### src/rtl/ifetch_queue.sv
// Instruction-fetch front end: issues sequential ibus requests, buffers {pc, instr} in a FIFO.
// Define IFETCH_BYPASS_EN to let a returning word reach out_* in the same cycle when the FIFO is empty.
module ifetch_queue #(
    parameter int          DEPTH    = 4,
    parameter logic [63:0] RESET_PC = 64'h8000_0000
) (
    input  logic        clk,
    input  logic        reset,
    output logic        ireq_valid,
    output logic [63:0] ireq_addr,
    input  logic        iresp_data_ok,
    input  logic [31:0] iresp_data,
    input  logic        redirect_valid,
    input  logic [63:0] redirect_pc,
    output logic        out_valid,
    output logic [63:0] out_pc,
    output logic [31:0] out_instr,
    input  logic        out_ready
);
    localparam int AW = $clog2(DEPTH);
    localparam int CW = AW + 1;

    typedef enum logic [1:0] {S_IDLE, S_WAIT, S_DROP} state_t;

    state_t        state_q, state_d;
    logic [63:0]   fpc_q, fpc_d;
    logic          ireq_valid_q, ireq_valid_d;
    logic [63:0]   ireq_addr_q, ireq_addr_d;
    logic [AW-1:0] wr_ptr_q, wr_ptr_d, rd_ptr_q, rd_ptr_d;
    logic [CW-1:0] count_q, count_d;
    logic [63:0]   mem_pc_q    [DEPTH];
    logic [31:0]   mem_instr_q [DEPTH];

    logic fifo_valid, push, pop, bypass_take;

    assign ireq_valid = ireq_valid_q;
    assign ireq_addr  = ireq_addr_q;
    assign fifo_valid = (count_q != '0);

`ifdef IFETCH_BYPASS_EN
    logic bypass_hit;
    assign bypass_hit  = !fifo_valid && (state_q == S_WAIT) && iresp_data_ok && !redirect_valid;
    assign bypass_take = bypass_hit && out_ready;
    assign out_valid   = fifo_valid || bypass_hit;
    assign out_pc      = fifo_valid ? mem_pc_q[rd_ptr_q]    : ireq_addr_q;
    assign out_instr   = fifo_valid ? mem_instr_q[rd_ptr_q] : iresp_data;
`else
    assign bypass_take = 1'b0;
    assign out_valid   = fifo_valid;
    assign out_pc      = mem_pc_q[rd_ptr_q];
    assign out_instr   = mem_instr_q[rd_ptr_q];
`endif

    // A redirect kills both the pop and any push in the same cycle.
    assign pop  = fifo_valid && out_ready && !redirect_valid;
    assign push = (state_q == S_WAIT) && iresp_data_ok && !redirect_valid && !bypass_take;

    always_comb begin
        state_d      = state_q;
        fpc_d        = fpc_q;
        ireq_valid_d = ireq_valid_q;
        ireq_addr_d  = ireq_addr_q;
        case (state_q)
            S_IDLE: begin
                if (redirect_valid) begin
                    fpc_d = redirect_pc;
                end else if (count_q < CW'(DEPTH)) begin
                    ireq_valid_d = 1'b1;
                    ireq_addr_d  = fpc_q;
                    state_d      = S_WAIT;
                end
            end
            S_WAIT: begin
                if (redirect_valid) begin
                    fpc_d = redirect_pc;
                    if (iresp_data_ok) begin
                        ireq_valid_d = 1'b0;
                        state_d      = S_IDLE;
                    end else begin
                        state_d = S_DROP;
                    end
                end else if (iresp_data_ok) begin
                    fpc_d        = fpc_q + 64'd4;
                    ireq_valid_d = 1'b0;
                    state_d      = S_IDLE;
                end
            end
            S_DROP: begin
                if (redirect_valid) fpc_d = redirect_pc;
                if (iresp_data_ok) begin
                    ireq_valid_d = 1'b0;
                    state_d      = S_IDLE;
                end
            end
            default: begin
                ireq_valid_d = 1'b0;
                state_d      = S_IDLE;
            end
        endcase
    end

    always_comb begin
        wr_ptr_d = wr_ptr_q;
        rd_ptr_d = rd_ptr_q;
        count_d  = count_q;
        if (redirect_valid) begin
            wr_ptr_d = '0;
            rd_ptr_d = '0;
            count_d  = '0;
        end else begin
            if (push) wr_ptr_d = wr_ptr_q + 1'b1;
            if (pop)  rd_ptr_d = rd_ptr_q + 1'b1;
            case ({push, pop})
                2'b10:   count_d = count_q + 1'b1;
                2'b01:   count_d = count_q - 1'b1;
                default: count_d = count_q;
            endcase
        end
    end

    always_ff @(posedge clk) begin
        if (reset) begin
            state_q      <= S_IDLE;
            fpc_q        <= RESET_PC;
            ireq_valid_q <= 1'b0;
            ireq_addr_q  <= RESET_PC;
            wr_ptr_q     <= '0;
            rd_ptr_q     <= '0;
            count_q      <= '0;
        end else begin
            state_q      <= state_d;
            fpc_q        <= fpc_d;
            ireq_valid_q <= ireq_valid_d;
            ireq_addr_q  <= ireq_addr_d;
            wr_ptr_q     <= wr_ptr_d;
            rd_ptr_q     <= rd_ptr_d;
            count_q      <= count_d;
        end
    end

    // Storage needs no reset: entries are only read while count_q says they are live.
    always_ff @(posedge clk) begin
        if (!reset && push) begin
            mem_pc_q[wr_ptr_q]    <= ireq_addr_q;
            mem_instr_q[wr_ptr_q] <= iresp_data;
        end
    end
endmodule

### config.mk
export PLATFORM = sky130hd
export DESIGN_NAME = ifetch_queue
export DESIGN_NICKNAME = d
export VERILOG_FILES = /design/src/rtl/ifetch_queue.sv
export SDC_FILE = /design/constraint.sdc
export NUM_CORES = 1
export LEC_CHECK = 0
export ABC_CLOCK_PERIOD_IN_PS = 12500
export BUFFER_PORTS_ARGS = -buffer_cell sky130_fd_sc_hd__buf_2
export CAP_MARGIN = 20
export CELL_PAD_IN_SITES_DETAIL_PLACEMENT = 0
export CELL_PAD_IN_SITES_GLOBAL_PLACEMENT = 1
export CORE_ASPECT_RATIO = 0.8
export CORE_MARGIN = 1
export CORE_UTILIZATION = 26
export CTS_BUF_LIST = sky130_fd_sc_hd__clkbuf_8
export DETAILED_ROUTE_END_ITERATION = 12
export HOLD_SLACK_MARGIN = 0.03
export PLACE_DENSITY_LB_ADDON = 0.1
export SLEW_MARGIN = 20
export SYNTH_ARGS = -nofsm -noshare
export SYNTH_HDL_FRONTEND = slang
export SYNTH_SLANG_ARGS = --single-unit
### constraint.sdc
create_clock -name clk -period 12.5 [get_ports clk]
set_input_delay 1.25 -clock clk [delete_from_list [all_inputs] [get_ports clk]]
set_output_delay 1.25 -clock clk [all_outputs]
set_load 0.02 [all_outputs]
==> results of run 1 <==
==> cells by family (layout without fill, tap and decap cells) <==
kind of cell | after synthesis | after routing | share of synthesized area
AO/OA/AOI/OAI | 248 | 248 | 0.07072
XOR/XNOR | 5 | 5 | 0.002092
adder cells (fa/ha/maj) | 11 | 11 | 0.006935
buffers and inverters | 104 | 465 | 0.02182
flip-flops | 524 | 524 | 0.6848
multiplexers | 109 | 109 | 0.1096
other | 0 | 3 | 0
AND/OR/NAND/NOR | 463 | 463 | 0.1040
==> layout make-up <==
cell class | instances | area [µm²]
clock buffers | 97 | 1335
repair buffers | 280 | 1469
inverters | 11 | 41.29
fillers | 7981 | 54030
well taps | 1034 | 1294
multi-input cells | 836 | 6182
clock inverters | 77 | 496.7
diodes | 3 | 7.507
flip-flops and latches | 524 | 14340
==> sequential cells by signal, summed over array words and instances, names as in the netlist, named ones only <==
name and cells:
mem_instr_q 128, count_q 3, rd_ptr_q 2, ireq_valid 1, wr_ptr_q 2, ireq_addr 64
fpc_q 64, state_q 2, mem_pc_q 256
==> per-stage QoR <==
step	instance area, µm²	power (mW)
global placement	23290	2.155
floorplan	20930	2.065
CTS	25130	3.769
global route	25160	3.868
finish	25170	3.700
detailed placement	23300	2.158
==> layout by cell type, fill, tap and decap left out, types with 41 or more instances in the layout <==
cell type / Yosys / layout
a21oi_1: 114 / 114
buf_2: 2 / 261
clkbuf_8: 2 / 97
dfxtp_1: 140 / 138
edfxtp_1: 384 / 384
mux4_2: 96 / 96
nand2_1: 190 / 189
nand3_1: 41 / 41
nor2_1: 88 / 87
o21ai_0: 43 / 43
==> worst min-delay path: stages, from the launching register on <==
cell	delay, ps
dfxtp_1	310
nand2_1	60
a21oi_1	50
==> power by group through the flow <==
stage,combinational (mW),clock [mW],sequential (mW)
2_1_floorplan,0.102,0,1.96
3_3_place_gp,0.180,0,1.97
3_5_place_dp,0.182,0,1.98
4_1_cts,0.182,1.65,1.94
5_1_grt,0.198,1.73,1.94
6_report,0.178,1.58,1.94
==> per-layer routing <==
metal	wire, µm	global-route usage	vias to the layer above
li1	-	-	6240
met1	30650	0.2251	6939
met2	29330	0.2374	325
met3	2850	0.03125	85
met4	1138	0.03806	2
met5	13	0	-
==> worst paths after layout <==
path                            slack (ps)             to  cells after the start  startpoint
worst max register to register        9070      fpc_q[62]                      8  state_q[0]
worst min register to register         470   ireq_addr[0]                      2    fpc_q[0]
worst min-delay path                   470   ireq_addr[0]                      2    fpc_q[0]
worst max-delay path                  8150  out_instr[22]                      3        flop
==> synth_stat cells (all sizes together) (5+ instances only) <==
| cell | number | area share |
|---|---|---|
| nand3 | 42 | 0.010 |
| mux2i | 12 | 0.0057 |
| nand4 | 23 | 0.0069 |
| mux4 | 96 | 0.10 |
| edfxtp | 384 | 0.55 |
| nand2b | 8 | 0.0024 |
| and2 | 13 | 0.0039 |
| or4 | 7 | 0.0025 |
| buf | 20 | 0.0053 |
| or2 | 7 | 0.0022 |
| inv | 11 | 0.0020 |
| o22ai | 5 | 0.0015 |
| nand2 | 190 | 0.034 |
| a31oi | 21 | 0.0063 |
| ha | 10 | 0.0060 |
| dfxtp | 140 | 0.13 |
| a211oi | 7 | 0.0025 |
| a21oi | 114 | 0.027 |
| o21ai | 43 | 0.010 |
| a22oi | 14 | 0.0050 |
| nor4 | 9 | 0.0027 |
| and4 | 7 | 0.0030 |
| nor2 | 88 | 0.016 |
| or3 | 13 | 0.0039 |
| o31ai | 9 | 0.0032 |
| and3 | 22 | 0.0066 |
| nor3 | 27 | 0.0072 |
| clkbuf | 72 | 0.014 |
==> out/qor.json, run 1 <==
{
  "seq_area_frac_synth": 0.6848,
  "synth_async_sr_flop_share": 0,
  "drtIter0Drc": 1012,
  "maxClockFrequency_mhz": 229.7,
  "path_clk_slew_ps": 60,
  "ys_ff_latch": 524,
  "yosys_most_used_dff": "edfxtp_1",
  "ant_nets": 0,
  "area_growth_pct": 20.24,
  "io_buffers": 262,
  "clock-skew-final_ps": 41.80,
  "worstPathRequired_ps": 11250,
  "post_cts.resized_instances": 0,
  "cts_post_setup_buffers_inserted": 0,
  "slew-limit-headroom": 0.2911,
  "die_width_um": 319.2,
  "mappedNetlistNets": 1576,
  "number_of_distinct_standard_cells_referenced_by_the_synthesized_netlist": 68,
  "clock_buffers_created_by_tritoncts": 93,
  "syn_inst": 1464,
  "post_synth_instance_area_um2": 20930,
  "grt_start_max_net_pins": 81,
  "number_of_slew_limit_violations_in_the_final_report": 0,
  "yosysWarnings": 0,
  "minimum_setup_slack_in_the_final_design_ps": 8147,
  "critical_path.n_buffers_inverters": 2,
  "category_of_the_worst_setup_path_capture_point": "primary output",
  "floorplan.initialDensity": 0.2643,
  "antenna_violations_before_repair": 9,
  "detailed_place_hpwl_mm": 41.15,
  "detail_route.vias_per_cell": 4.749,
  "gp_routability_congestion": 0.7641,
  "layout-drive-gt1-share": 0.2860,
  "globalRouteTotalUtil": 0.1555,
  "tns_ps": 0,
  "power.density_nw_per_um2": 147.0,
  "worst_hold_path_type": "reg -> reg",
  "worst_ir_drop_vdd_v": 0.00006876,
  "grt_setup_unrepaired": "no",
  "combPwrFrac": 0.048,
  "placementRows": 92,
  "path_delay_family": "buffers and inverters",
  "cp_max_stage_cell": "dfxtp_4",
  "routed-via-count": 13591,
  "finish.utilization": 0.3178,
  "relative_contribution_of_the_clock_network_to_total_power": 0.428,
  "outcome": "completed",
  "p_int_mw": 2.800,
  "grt_remaining_overflow": 0,
  "timing.critical_path.slowest_cell_delay_ps": 900,
  "ctsHtreeMaxLevel": 3,
  "worstSetupStartpointType": "flop",
  "cts_tree": "done",
  "power.leakage_nw": 8.854,
  "final_cell_count_no_fill": 2862,
  "first_global_vias": 13861,
  "drt_pre_antenna_iters": 5,
  "finalSetupViolCount": 0,
  "timing.critical_path.cells": "buf_4 > mux4_2 > buf_2",
  "drc": 0,
  "tightestPinTransition_ps": 1058,
  "die_height_um": 255.8,
  "clock-sinks": 524,
  "fp.coreArea_um2": 79200,
  "clock_insertion_delay_worst_skew_ps": 680,
  "grt_first_pass_wirelength_mm": 94.66,
  "critical_path_arrival_ps": 3100,
  "cap_violations": 0,
  "place_inst": 2684,
  "drt_wl_total_mm": 63.99,
  "clockRootBuffer": "clkbuf_8",
  "final_net_count": 1858,
  "synth_edf_count": 384,
  "dp_slack_ps": 8182,
  "post_synth.cell_area_avg_um2": 14.30,
  "critical_path_peak_fanout": 52,
  "final.min_clock_period_ps": 4353,
  "switching_power_mw": 0.8998,
  "p_seq_frac": 0.524,
  "io_pins": 263,
  "fin_worst_hold_slack_ps": 470.8,
  "die-area_um2": 81650,
  "worst-setup-path-type": "reg -> out",
  "timing_hold_violations_final": 0,
  "post-route-period-util": 0.3483,
  "avgRoutedWirePerCell_um": 22.36,
  "holdBufCountCts": 0,
  "clk_path_buf_depth": 3,
  "swShare": 0.2432
}
Note: power is estimated with default switching activity, not from simulation.
==> run 2, diff against run 1 <==
--- a/config.mk
+++ b/config.mk
@@ -5,7 +5,8 @@
 export SDC_FILE = /design/constraint.sdc
 export NUM_CORES = 1
 export LEC_CHECK = 0
-export ABC_CLOCK_PERIOD_IN_PS = 12500
+export ABC_AREA = 1
+export ABC_CLOCK_PERIOD_IN_PS = 3700
 export BUFFER_PORTS_ARGS = -buffer_cell sky130_fd_sc_hd__buf_2
 export CAP_MARGIN = 20
 export CELL_PAD_IN_SITES_DETAIL_PLACEMENT = 0
==> constraint.sdc (replaced) <==
create_clock -name clk -period 3.7 [get_ports clk]
set_input_delay 0.37 -clock clk [delete_from_list [all_inputs] [get_ports clk]]
set_output_delay 0.37 -clock clk [all_outputs]
set_load 0.02 [all_outputs]
==> run 2 against run 1 <==
  * Core utilization increased by 1.1 points
  * First-iteration DRC count rose by 19%
  * Cell area rose by 8.2%
  * Critical path depth up 2
  * Highest routed layer unchanged
  * Critical path type unchanged
==> out/qor.json, run 2 <==
{
  "multi_input_area": {"value": 6694, "unit": "µm²", "change": "was 6182 µm²"},
  "cts_post_setup_buffers_inserted": {"value": 0, "change": "unchanged"},
  "synth_async_sr_flop_share": {"value": 0, "change": "unchanged"},
  "number_of_slew_limit_violations_in_the_final_report": {"value": 0, "change": "unchanged"},
  "critical_path.n_buffers_inverters": {"value": 3, "change": "was 2"},
  "clock_insertion_delay_worst_skew": {"value": 700, "unit": "ps", "change": "was 680 ps"},
  "synthDominantAreaCellType": {"value": "edfxtp_1", "change": "unchanged"},
  "gp_routability_congestion": {"value": 0.8501, "change": "was 0.7641"},
  "grt.met3_usage": {"value": 0.03075, "change": "was 0.03125"},
  "biggest_area_contributors_in_the_synthesized_netlist": {"value": "edfxtp_1 53%, dfxtp_1 13%, nor2_1 7.9%, o21ai_0 7.1%, nand2_1 5.2%", "change": "was edfxtp_1 55%, dfxtp_1 13%, mux4_2 10%, nand2_1 3.4%, a21oi_1 2.7%"},
  "number_of_distinct_standard_cells_referenced_by_the_synthesized_netlist": {"value": 37, "change": "was 68"},
  "final_cell_count_no_fill": {"value": 3733, "change": "was 2862"},
  "timing.critical_path.slowest_cell_delay": {"value": 600, "unit": "ps", "change": "was 900 ps"},
  "drc": {"value": 0, "change": "unchanged"},
  "grt_remaining_overflow": {"value": 0, "change": "unchanged"},
  "die_height": {"value": 261.3, "unit": "µm", "change": "was 255.8 µm"},
  "placementRows": {"value": 94, "change": "was 92"},
  "layout_commonest_cell": {"value": "nor2_1", "change": "was edfxtp_1"},
  "drt_wl_total": {"value": 77.74, "unit": "mm", "change": "was 63.99 mm"},
  "fillerInstances": {"value": 8582, "change": "was 7981"},
  "grt_start_max_net_pins": {"value": 128, "change": "was 81"},
  "power.density": {"value": 497.8, "unit": "nW/µm²", "change": "was 147.0 nW/µm²"},
  "avgRoutedWirePerCell": {"value": 20.82, "unit": "µm", "change": "was 22.36 µm"},
  "slew-limit-headroom": {"value": 0.3579, "change": "was 0.2911"},
  "path_delay_family": {"value": "buffers and inverters", "change": "unchanged"},
  "cts_tree": {"value": "done", "change": "unchanged"},
  "die_width": {"value": 326.1, "unit": "µm", "change": "was 319.2 µm"},
  "finalSetupViolCount": {"value": 0, "change": "unchanged"},
  "worst_hold_path_type": {"value": "in -> reg", "change": "was reg -> reg"},
  "maxClockFrequency_mhz": 320.5,
  "worstSetupStartpointType": {"value": "flop", "change": "unchanged"},
  "timing_hold_violations_final": {"value": 0, "change": "unchanged"},
  "gr-usage-met1": {"value": 0.2462, "change": "was 0.2251"},
  "final.min_clock_period_ps": 3120,
  "place_inst": {"value": 3482, "change": "was 2684"},
  "syn_inst": {"value": 2186, "change": "was 1464"},
  "grt_first_pass_wirelength": {"value": 113.8, "unit": "mm", "change": "was 94.66 mm"},
  "worst_ir_drop_vdd": {"value": 0.0001995, "unit": "V", "change": "was 0.00006876 V"},
  "first_global_vias": {"value": 17259, "change": "was 13861"},
  "power.leakage": {"value": 9.969, "unit": "nW", "change": "was 8.854 nW"},
  "category_of_the_worst_setup_path_capture_point": {"value": "primary output", "change": "unchanged"},
  "critical_path_peak_fanout": {"value": 82, "change": "was 52"},
  "mappedNetlistNets": {"value": 2298, "change": "was 1576"},
  "path_clk_slew": {"value": 60, "unit": "ps", "change": "about the same"},
  "drt_pre_antenna_iters": {"value": 5, "change": "unchanged"},
  "holdBufCountCts": {"value": 71, "change": "was 0"},
  "outcome": {"value": "completed", "change": "unchanged"},
  "ant_nets": {"value": 0, "change": "unchanged"},
  "drtIter0Drc": {"value": 1206, "change": "was 1012"},
  "yosys_top_cell_area_share": {"value": 0.5278, "change": "was 0.5509"},
  "ys_ff_latch": {"value": 524, "change": "unchanged"},
  "clock-sinks": {"value": 524, "change": "unchanged"},
  "cp_max_stage_cell": {"value": "inv_6", "change": "was dfxtp_4"},
  "post-route-period-util": 0.8434,
  "use_met2": {"value": 0.2895, "change": "was 0.2374"},
  "clk_path_buf_depth": {"value": 3, "change": "unchanged"},
  "post_synth_instance_area": {"value": 21850, "unit": "µm²", "change": "was 20930 µm²"},
  "synth_edf_count": {"value": 384, "change": "unchanged"},
  "worstPathRequired": {"value": 3330, "unit": "ps", "change": "was 11250 ps"},
  "dp_slack": {"value": 994.8, "unit": "ps", "change": "was 8182 ps"},
  "floorplan.initialDensity": {"value": 0.2642, "change": "was 0.2643"},
  "final_net_count": {"value": 2659, "change": "was 1858"},
  "timing.critical_path.cells": {"value": "inv_6 > buf_12 > o21ai_0 > o22ai_1 > buf_2", "change": "was buf_4 > mux4_2 > buf_2"},
  "io_pins": {"value": 263, "change": "unchanged"},
  "yosysWarnings": {"value": 0, "change": "unchanged"},
  "clockRootBuffer": {"value": "clkbuf_8", "change": "unchanged"},
  "critical_path_arrival": {"value": 2750, "unit": "ps", "change": "was 3100 ps"},
  "clock_buffers_created_by_tritoncts": {"value": 96, "change": "was 93"},
  "yosys.cell_count.top_type": {"value": "nor2_1", "change": "was edfxtp_1"},
  "routed-via-count": {"value": 17327, "change": "was 13591"},
  "io_buffers": {"value": 262, "change": "unchanged"},
  "fp.coreArea": {"value": 82680, "unit": "µm²", "change": "was 79200 µm²"},
  "worst-setup-path-type": {"value": "reg -> out", "change": "unchanged"},
  "area_growth": {"value": 24.59, "unit": "%", "change": "was 20.24%"},
  "antenna_violations_before_repair": {"value": 4, "change": "was 9"},
  "largest_register_ffs": {"value": 256, "change": "unchanged"},
  "die-area": {"value": 85190, "unit": "µm²", "change": "was 81650 µm²"},
  "most_used_cells_in_the_layout_excluding_fill_and_tap_cells": {"value": "456 x nor2_1, 384 x edfxtp_1, 309 x o21ai_0", "change": "was 384 x edfxtp_1, 261 x buf_2, 189 x nand2_1"},
  "ctsHtreeMaxLevel": {"value": 3, "change": "unchanged"},
  "most_flop_heavy_register": {"value": "mem_pc_q", "change": "unchanged"},
  "yosys_most_used_dff": {"value": "edfxtp_1", "change": "unchanged"},
  "cap_violations": {"value": 0, "change": "unchanged"},
  "detailed_place_hpwl": {"value": 52.80, "unit": "mm", "change": "was 41.15 mm"},
  "grt_setup_unrepaired": {"value": "no", "change": "unchanged"},
  "clock-skew-final": {"value": 37.84, "unit": "ps", "change": "was 41.80 ps"},
  "tightestPinTransition": {"value": 963.1, "unit": "ps", "change": "was 1058 ps"},
  "post_synth.cell_area_avg": {"value": 9.994, "unit": "µm²", "change": "was 14.30 µm²"},
  "netlist_top_cells_count": {"value": "460 x nor2_1, 384 x edfxtp_1, 309 x o21ai_0", "change": "was 384 x edfxtp_1, 190 x nand2_1, 140 x dfxtp_1"},
  "globalRouteTotalUtil": {"value": 0.1794, "change": "was 0.1555"},
  "post_cts.resized_instances": {"value": 0, "change": "unchanged"},
  "detail_route.vias_per_cell": {"value": 4.642, "change": "was 4.749"},
  "busiest_layer": {"value": "met2", "change": "unchanged"},
  "minimum_setup_slack_in_the_final_design": {"value": 579.6, "unit": "ps", "change": "was 8147 ps"},
  "seq_area_frac_synth": {"value": 0.6561, "change": "was 0.6848"},
  "layout-drive-gt1-share": {"value": 0.1759, "change": "was 0.2860"},
  "largestRegisters": {"value": "mem_pc_q (256), mem_instr_q (128)", "change": "unchanged"},
  "r2r_startpoint": {"value": "state_q[1]", "change": "was state_q[0]"},
  "worstHoldStart": {"value": "redirect_pc[23]", "change": "was fpc_q[0]"},
  "regArea": {"value": 14340, "unit": "µm²", "change": "unchanged"}
}
## run 2: cell count changes after synthesis, moves of 90 or more
cell / before / now
inv_1: 11 / 101
mux4_2: 96 / 0
nand2_1: 190 / 304
nor2_1: 88 / 460
o21ai_0: 43 / 309
o22ai_1: 5 / 97
## run 2: cells by family after synthesis
group	count (synthesis)	synth area share
flip-flops	524	0.6561
adder cells (fa/ha/maj)	11	0.006644
AND/OR/NAND/NOR	875	0.1613
AO/OA/AOI/OAI	540	0.1307
buffers and inverters	220	0.03883
XOR/XNOR	16	0.006415
## run 2: routing by layer
metal / wire length (µm) / part of all wire
met1: 36570 / 0.47
met2: 35990 / 0.46
met3: 3464 / 0.045
met4: 1703 / 0.022
met5: 13 / 0.00017
## run 2: area by class of cell
type / count / area share
clock buffers: 98 / 0.04955
multi-input cells: 1442 / 0.2459
diodes: 2 / 0.0001839
repair buffers: 378 / 0.09681
well taps: 1104 / 0.05075
clock inverters: 80 / 0.01517
flip-flops and latches: 524 / 0.5269
inverters: 105 / 0.01471
## run 2: stage by stage
| step | hold slack, ps | TNS (ps) | utilization | area, µm² | power [mW] |
|---|---|---|---|---|---|
| 3_5_place_dp | 449.5 | 0 | 0.2992 | 24740 | 8.479 |
| 6_report | 102.9 | 0 | 0.3292 | 27220 | 13.55 |
| 4_1_cts | 31.99 | 0 | 0.3291 | 27210 | 13.79 |
| 3_3_place_gp | 434.2 | 0 | 0.2992 | 24740 | 8.470 |
| 5_1_grt | 92.57 | 0 | 0.3292 | 27220 | 14.19 |
| 2_1_floorplan | 421.8 | -70380 | - | 21860 | 7.765 |
## run 2: worst register-to-register path, delay by kind of cell (launching register included)
family                     cells  cell delay (ps)
adders and majority gates      1              210
DFF                            1              360
and+or+nand+nor                4             1300
buffers and inverters          2              460
## run 2: where the power goes
group	leakage, nW	internal (mW)	total [mW]	switching [mW]
Clock	1.04	2.61	5.15	2.54
Sequential	4.66	6.60	6.97	0.373
Combinational	4.27	0.469	1.42	0.954
## run 2: path summary, 6_finish.rpt
path / slack [ps] / endpoint / depth (start not counted)
max: 580 / out_pc[7] / 5
max reg2reg: 1040 / mem_pc_q[0][27] / 7
min reg2reg: 460 / count_q[0] / 1
min: 100 / fpc_q[23] / 5
